===== src/rtl/ttl_decoder_pkg.sv =====
// Shared types and helpers for the wait-state chip-select decoder.
package ttl_decoder_pkg;

  typedef enum logic [1:0] {StIdle, StWait, StHold, StMiss} state_e;

  localparam int unsigned MaxWidthOut = 256;
  localparam int unsigned MaxWsW      = 16;
  localparam int unsigned MaxCfgW     = MaxWidthOut * MaxWsW;

  // Inactive value for the select bus; callers slice it to their width.
  localparam logic [MaxWidthOut-1:0] SelNone = '1;

  // Extract wait-state field idx from a packed configuration word.
  function automatic logic [MaxWsW-1:0] ws_field(input logic [MaxCfgW-1:0] cfg,
                                                 input int unsigned idx,
                                                 input int unsigned ws_w);
    logic [MaxWsW-1:0] mask;
    mask = (MaxWsW'(1) << ws_w) - MaxWsW'(1);
    return MaxWsW'(cfg >> (idx * ws_w)) & mask;
  endfunction

endpackage


===== src/rtl/ttl_ws_counter.sv =====
// Loadable down-counter with a zero flag, used to time bus wait states.
module ttl_ws_counter #(
  parameter int unsigned WS_W = 4
) (
  input  logic            clk,
  input  logic            rst,
  input  logic            load,
  input  logic            dec,
  input  logic [WS_W-1:0] load_val,
  output logic            zero
);

  logic [WS_W-1:0] count_q, count_d;

  always_comb begin
    count_d = count_q;
    if (load) begin
      count_d = load_val;
    end else if (dec && (count_q != '0)) begin
      count_d = count_q - 1'b1;
    end
  end

  always_ff @(posedge clk) begin
    if (rst) begin
      count_q <= '0;
    end else begin
      count_q <= count_d;
    end
  end

  assign zero = (count_q == '0);

endmodule


===== src/rtl/ttl_decoder_ws.sv =====
// Registered chip-select decoder with per-output wait states and a ready handshake.
// Define TTL_DECODER_MISS_EN to add a miss output and complete unmapped accesses.
module ttl_decoder_ws
  import ttl_decoder_pkg::*;
#(
  parameter int unsigned WIDTH_OUT = 8,
  parameter int unsigned WIDTH_IN  = $clog2(WIDTH_OUT),
  parameter int unsigned WS_W      = 4
) (
  input  logic                      clk,
  input  logic                      rst,
  input  logic                      enable1_bar,
  input  logic                      enable2_bar,
  input  logic                      enable3,
  input  logic [WIDTH_IN-1:0]       a,
  input  logic                      req,
  input  logic [WIDTH_OUT*WS_W-1:0] ws_cfg,
  output logic [WIDTH_OUT-1:0]      y,
`ifdef TTL_DECODER_MISS_EN
  output logic                      miss,
`endif
  output logic                      ready
);

  state_e                state_q, state_d;
  logic [WIDTH_IN-1:0]   a_q, a_d;
  logic [WIDTH_OUT-1:0]  y_q, y_d;
  logic                  ready_q, ready_d;
`ifdef TTL_DECODER_MISS_EN
  logic                  miss_q, miss_d;
`endif
  logic                  hit;
  logic                  cnt_load, cnt_dec, cnt_zero;
  logic [WS_W-1:0]       ws_sel;

  assign hit    = !enable1_bar && !enable2_bar && enable3 && (32'(a) < WIDTH_OUT);
  assign ws_sel = WS_W'(ws_field(MaxCfgW'(ws_cfg), 32'(a), WS_W));

  ttl_ws_counter #(
    .WS_W(WS_W)
  ) u_ws_counter (
    .clk     (clk),
    .rst     (rst),
    .load    (cnt_load),
    .dec     (cnt_dec),
    .load_val(ws_sel),
    .zero    (cnt_zero)
  );

  always_comb begin
    state_d  = state_q;
    a_d      = a_q;
    y_d      = SelNone[WIDTH_OUT-1:0];
    ready_d  = 1'b0;
    cnt_load = 1'b0;
    cnt_dec  = 1'b0;
`ifdef TTL_DECODER_MISS_EN
    miss_d   = 1'b0;
`endif
    unique case (state_q)
      StIdle: begin
        if (req) begin
          if (hit) begin
            a_d      = a;
            cnt_load = 1'b1;
            y_d[a]   = 1'b0;
            state_d  = StWait;
          end else begin
            state_d = StMiss;
          end
        end
      end
      StWait: begin
        // Losing the strobe or the decode aborts before ready is ever raised.
        if (!req || !hit) begin
          state_d = StIdle;
        end else begin
          y_d[a_q] = 1'b0;
          if (cnt_zero) begin
            ready_d = 1'b1;
            state_d = StHold;
          end else begin
            cnt_dec = 1'b1;
          end
        end
      end
      StHold: begin
        if (!req) begin
          state_d = StIdle;
        end else begin
          y_d[a_q] = 1'b0;
          ready_d  = 1'b1;
        end
      end
      StMiss: begin
        if (!req) begin
          state_d = StIdle;
        end else begin
`ifdef TTL_DECODER_MISS_EN
          ready_d = 1'b1;
          miss_d  = 1'b1;
`endif
        end
      end
      default: state_d = StIdle;
    endcase
  end

  always_ff @(posedge clk) begin
    if (rst) begin
      state_q <= StIdle;
      a_q     <= '0;
      y_q     <= SelNone[WIDTH_OUT-1:0];
      ready_q <= 1'b0;
`ifdef TTL_DECODER_MISS_EN
      miss_q  <= 1'b0;
`endif
    end else begin
      state_q <= state_d;
      a_q     <= a_d;
      y_q     <= y_d;
      ready_q <= ready_d;
`ifdef TTL_DECODER_MISS_EN
      miss_q  <= miss_d;
`endif
    end
  end

  assign y     = y_q;
  assign ready = ready_q;
`ifdef TTL_DECODER_MISS_EN
  assign miss  = miss_q;
`endif

endmodule


===== config.mk =====
export PLATFORM = sky130hd
export DESIGN_NAME = ttl_decoder_ws
export DESIGN_NICKNAME = d
export VERILOG_FILES = /design/src/rtl/ttl_decoder_pkg.sv /design/src/rtl/ttl_ws_counter.sv /design/src/rtl/ttl_decoder_ws.sv
export SDC_FILE = /design/constraint.sdc
export NUM_CORES = 1
export LEC_CHECK = 0
export BUFFER_PORTS_ARGS = -buffer_cell sky130_fd_sc_hd__buf_2
export CORE_ASPECT_RATIO = 1.75
export CORE_MARGIN = 2
export CORE_UTILIZATION = 35
export DETAILED_ROUTE_END_ITERATION = 16
export PLACE_DENSITY = 0.66
export SYNTH_ARGS = -nofsm -noshare
export SYNTH_HDL_FRONTEND = slang
export SYNTH_SLANG_ARGS = --single-unit

===== constraint.sdc =====
create_clock -name clk -period 1.7 [get_ports clk]
set_input_delay 0.17 -clock clk [delete_from_list [all_inputs] [get_ports clk]]
set_output_delay 0.17 -clock clk [all_outputs]
set_load 0.02 [all_outputs]

Word-level counts from Yosys, hierarchy flattened
Cells that the tools add are included.
Widths: inputs -> output; s select.
- bits in registers: 18
- input port bits: 41
- reductions and logical operators: 17
- mux-type cells: 27
- add/subtract/negate cells: 1
- shift operators: 1
- eq/ne operators: 6
- bitwise logic cells: 2
- $lt $le $gt $ge: 4
- operators with widths (cell ; number):
    $mux 8 ; 4
    $shr 32x5->4 ; 1
    $pmux 8 s3 ; 1
    $not 8->8 ; 2
    $mux 1 ; 11
    $mux 2 ; 5
    $lt 3x4->1 const B ; 2
    $mux 4 ; 2
    $demux 1 s3 ; 2
    $ge 3x1->1 const B ; 2
    $pmux 2 s3 ; 1
    $reduce_and 3->1 ; 2
    $logic_and 1x1->1 ; 5
    $eq 2x2->1 const B ; 2
    $logic_not 1->1 ; 4
    $logic_not 4->1 ; 1
    $ne 2x2->1 const B ; 2
    $reduce_bool 4->1 ; 1
    $sub 4x1->4 const B ; 1
    $ne 3x3->1 const B ; 1
    $eq 2x1->1 const B ; 1
    $logic_not 2->1 ; 1
    $pmux 1 s2 ; 1
    $reduce_bool 2->1 ; 1
    other kinds (2) ; 2

Depth between registers and ports, before layout
Gate-level depths: netlist of the first run.
- depth after elaboration: 10
- mapped depth: 8
- depth with buffers taken out: 7

By module
Synthesis of the first run repeated with hierarchy kept, for this count alone.
- cells, all modules: 175
- area, all modules: 1428.9 sq um
- by module, submodules not included (module ; instances ; area an instance (sq um) ; cells each ; sequential area each (sq um)):
    ttl_decoder_ws ; 1 ; 1166.1 ; 146 ; 280.3
    ttl_ws_counter ; 1 ; 262.8 ; 29 ; 80.1

Worst setup path before layout of the first run
No wires, ideal clock.
- path kind: register to register
- from: register state_q[0]
- to: register state_q[0]
- path buffers: 1
- arrival time: 1.406 ns
- cell stages (with the launch flop): 9
- path slack: 0.167 ns
- cell sequence: dfxtp_1 > inv_1 > ha_1 > clkbuf_1 > nor2_1 > nand2_1 > o22ai_1 > mux2i_1 > nor2_1
- longest elaborated chain between the ends: 4
- ends and longest elaborated chain (item ; line ; text):
    from (decl) ; ttl_decoder_ws.sv:25 ; state_e state_q, state_d;
    from (signal assigned) ; ttl_decoder_ws.sv:111 ; state_q <= StIdle;
    from (signal assigned) ; ttl_decoder_ws.sv:119 ; state_q <= state_d;
    $eq 2x2->1 ; ttl_decoder_ws.sv:60 ; unique case (state_q)
    $reduce_or 2->1 (no source line) ; n/a ;
    $ne 2x2->1 (no source line) ; n/a ;
    $reduce_and 3->1 (no source line) ; n/a ;
Parallel ways exist; a longest one is shown, timed or not.
A chain may end at the register's enable or synchronous reset.

Worst setup path in the final report of the first run
- from: register u_ws_counter.count_q[1]
- to: register state_q[0]
- longest elaborated chain between the ends: 3
- ends and longest elaborated chain (item ; line ; text):
    from (decl) ; ttl_ws_counter.sv:13 ; logic [WS_W-1:0] count_q, count_d;
    from (signal assigned) ; ttl_ws_counter.sv:28 ; count_q <= count_d;
    $logic_not 4->1 ; ttl_ws_counter.sv:32 ; assign zero = (count_q == '0);
    $ne 3x3->1 (no source line) ; n/a ;
    $reduce_and 3->1 (no source line) ; n/a ;
No other way between the ends.

==> results of run 1 <==
-- worst paths after layout --
kind	depth (start not counted)	from	end
hold / removal	2	rst	state_q[0]$_SDFFE_PP0P_
setup reg to reg	7	u_ws_counter.count_q[1]$_SDFFE_PP0P_	state_q[0]$_SDFFE_PP0P_
hold reg to reg	2	a_q[1]$_SDFFE_PP0P_	a_q[1]$_SDFFE_PP0P_
setup / recovery	7	u_ws_counter.count_q[1]$_SDFFE_PP0P_	state_q[0]$_SDFFE_PP0P_
-- logic make-up after synthesis --
family                   Yosys count  share of synthesized area, %
AO/OA/AOI/OAI                     49                         24.63
adder cells (fa/ha/maj)            6                         5.576
buffers and inverters             16                         5.483
flip-flops                        18                         26.77
multiplexers                      13                         13.48
AND/OR/NAND/NOR                   60                         24.07
-- what timing repair did --
| item | CTS | global route |
|---|---|---|
| resized for setup | 0 | 5 |
| hold buffers | 0 | 0 |
| setup endpoints to repair | 0 | 5 |
-- stage by stage --
step | utilization, % | setup WS [ns] | total power (W) | hold WS (ns)
floorplan | - | 0.1667 | 0.001119 | 0.3466
global placement | 45.75 | 0.08519 | 0.001382 | 0.4711
detailed placement | 45.75 | 0.04216 | 0.001388 | 0.4793
CTS | 46.88 | 0.03126 | 0.001690 | 0.2545
global route | 47.35 | 0.001920 | 0.001833 | 0.2715
finish | 47.35 | 0.1336 | 0.001691 | 0.2571
-- Yosys cell counts (5+ instances only) --
cell	number	area (sq um)
o22ai_1	6	37.54
nand2b_1	7	43.79
clkbuf_1	5	18.77
nand2_1	12	45.04
dfxtp_1	18	360.4
ha_1	6	75.07
o21ai_0	12	60.06
buf_2	5	25.02
o21a_1	5	37.54
nor2_1	10	37.54
inv_1	5	18.77
a21oi_1	8	40.04
nand3_1	12	60.06
mux2i_1	8	80.08
-- cell usage in the layout, fill, tap and decap left out, types with 2 or more instances in the layout --
cell	instances
buf_4	11
nor3b_1	3
o21a_1	5
nand2b_1	7
o31a_1	2
mux2i_1	8
a21oi_1	8
mux2_2	2
nand4_1	2
o21ai_0	12
buf_2	49
nor3_1	3
dfxtp_1	17
a32oi_1	2
nor2_1	10
o32ai_1	2
o22ai_1	5
nor2b_1	2
nand2_1	12
and3b_1	2
o31ai_1	3
ha_1	6
nand3_1	12
mux4_1	3
clkbuf_8	3
inv_1	5
-- flip-flops by register name, indices dropped and copies added (netlist names) --
| name | flops |
|---|---|
| y | 8 |
| ready | 1 |
| a_q | 3 |
| u_ws_counter.count_q | 4 |
| state_q | 2 |
-- report_power, final --
part           leakage (nW)  internal [W]  switching [W]
clock network        0.0216      0.000157       0.000142
logic                 0.562      0.000382       0.000472
registers             0.148      0.000508      0.0000307
total                 0.732       0.00105       0.000644
-- final cells by class --
type | count | area [sq um] | area share (%)
clock buffer | 3 | 41.29 | 2.379
inverter | 5 | 18.77 | 1.081
multi-input combinational | 128 | 928.4 | 53.50
sequential | 18 | 361.6 | 20.84
tap | 46 | 57.56 | 3.317
timing repair buffer | 60 | 327.8 | 18.89
-- metal layers --
| layer | GRT usage (%) | wire length [microns] | vias up |
|---|---|---|---|
| met5 | 0 | 0 | - |
| met4 | 7.617 | 34 | 0 |
| met3 | 1.568 | 176 | 2 |
| met2 | 31.22 | 1781 | 57 |
| met1 | 17.53 | 1264 | 633 |
| li1 | - | - | 718 |
==> run_results.csv, run 1 <==
group,metric,value,unit
pwr,p_leak,0.7318,nW
global_route,grt_max_degree,17,
floorplanning,num_rows,29,
global_route,overflow,0,
cells_and_area,antenna_cells,0,
global_route,grt_pass1_wl,5664,microns
global_route,grt.total_usage,16.42,%
sta,fmax,638.4,MHz
setup_path,arrival,1.71,ns
setup_path,critical-path-slowest-cell,"dfxtp_1",
setup_path,path_delay_family,"simple AND/OR/NAND/NOR gates",
yosys,synth_enable_flop_cells,0,
routing,drt_iter0_drc,16,
setup_path,path_cells,"inv_1, ha_1, nor3b_4, and3b_1, o22ai_2, mux2i_1, nor2_1",
clock_tree,htreeDepth,1,
status,status,"complete, no violations",
clock_tree,cts_tree,"done",
routing,vias,1410,
yosys,synth_seq_area_share,26.77,%
setup_path,crit_required,1.84,ns
sta,slew_headroom,66.16,%
yosys,mappedNetlistArea,0.001346,sq mm
setup_path,worstSetupPathType,"flip-flop to flip-flop",
cells_and_area,drive_gt1_share,33.18,%
clock_tree,cts_sinks,18,
floorplanning,initial_utilization,36.74,%
yosys,ys_ff_latch,18,
floorplanning,io_pins,50,
place,dp_cells,257,
setup_path,cp_slowest_stage_delay,0.31,ns
routing,dr.pass1.iters,4,
sta,finalSetupViolations,0,
routing,ant_nets,0,
clock_tree,cts_buffers,3,
floorplanning,die_h,86.05,microns
setup_path,end_kind,"flip-flop",
place,placedInstanceArea,0.001677,sq mm
setup_path,r2r_slack,0.13,ns
place,post-dp-hpwl,2641,microns
yosys,synth_warnings,0,
floorplanning,die_x,50.89,microns
cells_and_area,stdcell_count,260,
clock_tree,clkTransAtPathRegs,0.07,ns
clock_tree,clock_latency,0.25,ns
clock_tree,clock_path_buffers,2,
setup_path,crit_fanout,4,
job,cap_viol_max_count,0,
cells_and_area,fill_cells,385,
yosys,async_flop_share,0,%
yosys,syn_nets,209,
routing,drc,0,
floorplanning,design.core.area,0.003665,sq mm
routing,post_drt_wl_per_cell,12.52,microns
sta,finalSetupTns,0,ns
sta,fin_skew,0.001123,ns
pwr,p_per_area,974.7,mW/mm^2
floorplanning,dieArea,0.004378,sq mm
sta,fin_crit_sh,92.14,%
yosys,yosysUniqueCellTypes,41,
setup_path,cp-start-kind,"flip-flop",
routing,wirelength,3256,microns
cells_and_area,final_nets,263,
yosys,postSynthCellCount,162,
sta,finalHoldViolations,0,
cells_and_area,design_area,0.001735,sq mm
global_route,grt_pass1_vias,1366,
sta,fin_crit,1.566,ns
setup_path,crit_buf_inv,1,
clock_tree,cts_setup_buffers,0,
place,port_buffers,49,
routing,viasPerCell,5.423,
pwr,ir_drop,455.6,uV
yosys,syn_area_per_cell,8.310,sq um
cells_and_area,area_growth,28.90,%
min_path,hold_path.class,"input port to flip-flop",
clock_tree,clockRootBuffer,"clkbuf_8",
place,gp_congestion,0.9377,
yosys,synth_ff_type,"dfxtp_1",
sta,max_slew.worst_pin.slew,0.5057,ns
sta,rsz0062_at_grt,"false",
global_route,antenna_found_initial,0,
sta,slew_viol_final,0,
Note: power is estimated with default switching activity, not from simulation.
==> run 2: changes to the inputs <==
--- a/config.mk
+++ b/config.mk
@@ -6,11 +6,14 @@
 export NUM_CORES = 1
 export LEC_CHECK = 0
 export BUFFER_PORTS_ARGS = -buffer_cell sky130_fd_sc_hd__buf_2
+export CELL_PAD_IN_SITES_DETAIL_PLACEMENT = 0
+export CELL_PAD_IN_SITES_GLOBAL_PLACEMENT = 1
 export CORE_ASPECT_RATIO = 1.75
 export CORE_MARGIN = 2
-export CORE_UTILIZATION = 35
+export CORE_UTILIZATION = 32
 export DETAILED_ROUTE_END_ITERATION = 16
-export PLACE_DENSITY = 0.66
+export PLACE_DENSITY = 0.82
+export SKIP_LAST_GASP = 1
 export SYNTH_ARGS = -nofsm -noshare
 export SYNTH_HDL_FRONTEND = slang
 export SYNTH_SLANG_ARGS = --single-unit
==> constraint.sdc (replaced) <==
create_clock -name clk -period 1.25 [get_ports clk]
set_input_delay 0.125 -clock clk [delete_from_list [all_inputs] [get_ports clk]]
set_output_delay 0.125 -clock clk [all_outputs]
set_load 0.02 [all_outputs]
==> run_results.csv, run 2 (synthesized netlist as in run 1, its figures left out) <==
group,metric,value,unit
status,status,"finished with violations",
sta,finalSetupViolations,12,
floorplanning,num_rows,31,
pwr,power,0.002809,W
setup_path,r2r_cells,7,
sta,finalHoldViolations,0,
setup_path,cp_slowest_stage_delay,0.32,ns
floorplanning,io_pins,50,
routing,drc,0,
pwr,ir_drop,514.8,uV
global_route,antenna_found_initial,0,
sta,fin_skew,0.001385,ns
routing,dr.pass1.iters,4,
setup_path,r2r-end,"state_q[0]$_SDFFE_PP0P_",
global_route,grt_max_degree,15,
sta,whs,0.2304,ns
clock_tree,cts_hold_buf,0,
clock_tree,htreeDepth,1,
setup_path,end_kind,"flip-flop",
cells_and_area,largest_register_ffs,8,
setup_path,crit_fanout,3,
floorplanning,dieArea,0.004762,sq mm
cells_and_area,final_common_cell,"buf_2",
floorplanning,design.core.area,0.004073,sq mm
cells_and_area,fill_cells,408,
cells_and_area,area_growth,57.62,%
pwr,p_leak,0.9111,nW
setup_path,worstSetupPathType,"flip-flop to flip-flop",
global_route,grt_pass1_wl,6175,microns
min_path,hold_end,"u_ws_counter.count_q[2]$_SDFFE_PP0P_",
clock_tree,clockRootBuffer,"clkbuf_8",
floorplanning,die_x,53.03,microns
place,post-dp-hpwl,3111,microns
clock_tree,cts_sinks,18,
setup_path,critical-path-slowest-cell,"dfxtp_2",
setup_path,r2r_slack,-0.23,ns
clock_tree,clock_latency,0.25,ns
routing,wl_met2,2164,microns
routing,vias,1546,
routing,met1Wirelength,1364,microns
pwr,p_per_area,1324,mW/mm^2
place,port_buffers,49,
setup_path,path_cells,"inv_2, ha_4, nor3b_4, and3b_1, o22ai_4, mux2i_1, nor2_1",
sta,fin_crit_sh,118.4,%
routing,post_drt_wl_per_cell,12.72,microns
global_route,grt_pass1_vias,1436,
cells_and_area,antenna_cells,0,
job,cap_viol_max_count,0,
routing,drt_iter0_drc,33,
min_path,min_path_cells,2,
routing,viasPerCell,5.205,
floorplanning,initial_utilization,33.06,%
sta,slew_viol_final,0,
min_path,hold_path.class,"input port to flip-flop",
cells_and_area,design_area,0.002122,sq mm
clock_tree,clock_path_buffers,2,
cells_and_area,mostFrequentLayoutCells,"buf_2 (49), buf_4 (40), dfxtp_1 (14)",
place,gp_congestion,0.8447,
global_route,overflow,0,
place,place_ws,-0.2466,ns
routing,ant_nets,0,
setup_path,crit_required,1.38,ns
place,placedInstanceArea,0.001916,sq mm
clock_tree,cts_tree,"done",
setup_path,path_delay_family,"simple AND/OR/NAND/NOR gates",
sta,max_slew.worst_pin.slew,0.3418,ns
global_route,grt.total_usage,16.72,%
sta,rsz0062_at_grt,"true",
cells_and_area,postLayoutCoreUtil,52.10,%
setup_path,r2r-start,"u_ws_counter.count_q[1]$_SDFFE_PP0P_",
sta,fin_crit,1.480,ns
min_path,min_from,"rst",
routing,highest_layer,"met4",
sta,setup_slack,-0.2297,ns
setup_path,cp-start-kind,"flip-flop",
floorplanning,die_h,89.81,microns
clock_tree,cts_buffers,3,
cells_and_area,drive_gt1_share,50.81,%
cells_and_area,final_nets,296,
sta,slew_headroom,76.92,%
sta,fmax,675.8,MHz
routing,route.met3.wl,137,microns
setup_path,crit_buf_inv,1,
setup_path,arrival,1.61,ns
status,violations,"setup timing",
clock_tree,clkTransAtPathRegs,0.07,ns
routing,wirelength,3777,microns
## run 2: power breakdown
part	internal (W)	total (W)	switching [W]
sequential	0.000701	0.000758	0.0000574
clock	0.000280	0.000476	0.000196
combinational	0.000807	0.00158	0.000768
## run 2: layer usage
metal  vias to the layer above  global-route usage, %
met5                         -                      0
met4                         0                  7.692
met3                         6                 0.4983
met2                        39                  31.87
met1                       717                  17.50
li1                        784                      -
## run 2: cell type report
class                      instances  area (sq um)  area share (%)
clock buffer                       4         55.05           2.594
sequential                        18         367.9           17.33
multi-input combinational        128          1026           48.35
tap                               49         61.31           2.889
inverter                           5         21.27           1.002
timing repair buffer              93         590.6           27.83
## run 2: worst max path at each step
stage,from,end,slack [ns],cells after the start
2_1_floorplan,u_ws_counter.count_q[0]$_SDFFE_PP0P_,state_q[0]$_SDFFE_PP0P_,-0.14,7
3_3_place_gp,u_ws_counter.count_q[1]$_SDFFE_PP0P_,u_ws_counter.count_q[3]$_SDFFE_PP0P_,-0.22,7
3_5_place_dp,u_ws_counter.count_q[1]$_SDFFE_PP0P_,state_q[0]$_SDFFE_PP0P_,-0.25,7
4_1_cts,u_ws_counter.count_q[1]$_SDFFE_PP0P_,state_q[0]$_SDFFE_PP0P_,-0.25,7
5_1_grt,u_ws_counter.count_q[1]$_SDFFE_PP0P_,state_q[1]$_SDFFE_PP0P_,-0.32,7
6_report,u_ws_counter.count_q[1]$_SDFFE_PP0P_,state_q[0]$_SDFFE_PP0P_,-0.23,7
## run 2: stage by stage
step / setup TNS [ns] / instances
CTS: -1.259 / 295
global placement: -1.760 / 287
global route: -2.115 / 297
finish: -1.207 / 297
detailed placement: -2.079 / 287
floorplan: -0.4075 / 162
## run 2: timing repair
item	4_1_cts	5_1_grt
endpoints found under the setup margin	12	13
setup buffers	4	4
gates cloned	0	0
resized for setup	17	6
pin swaps	15	15
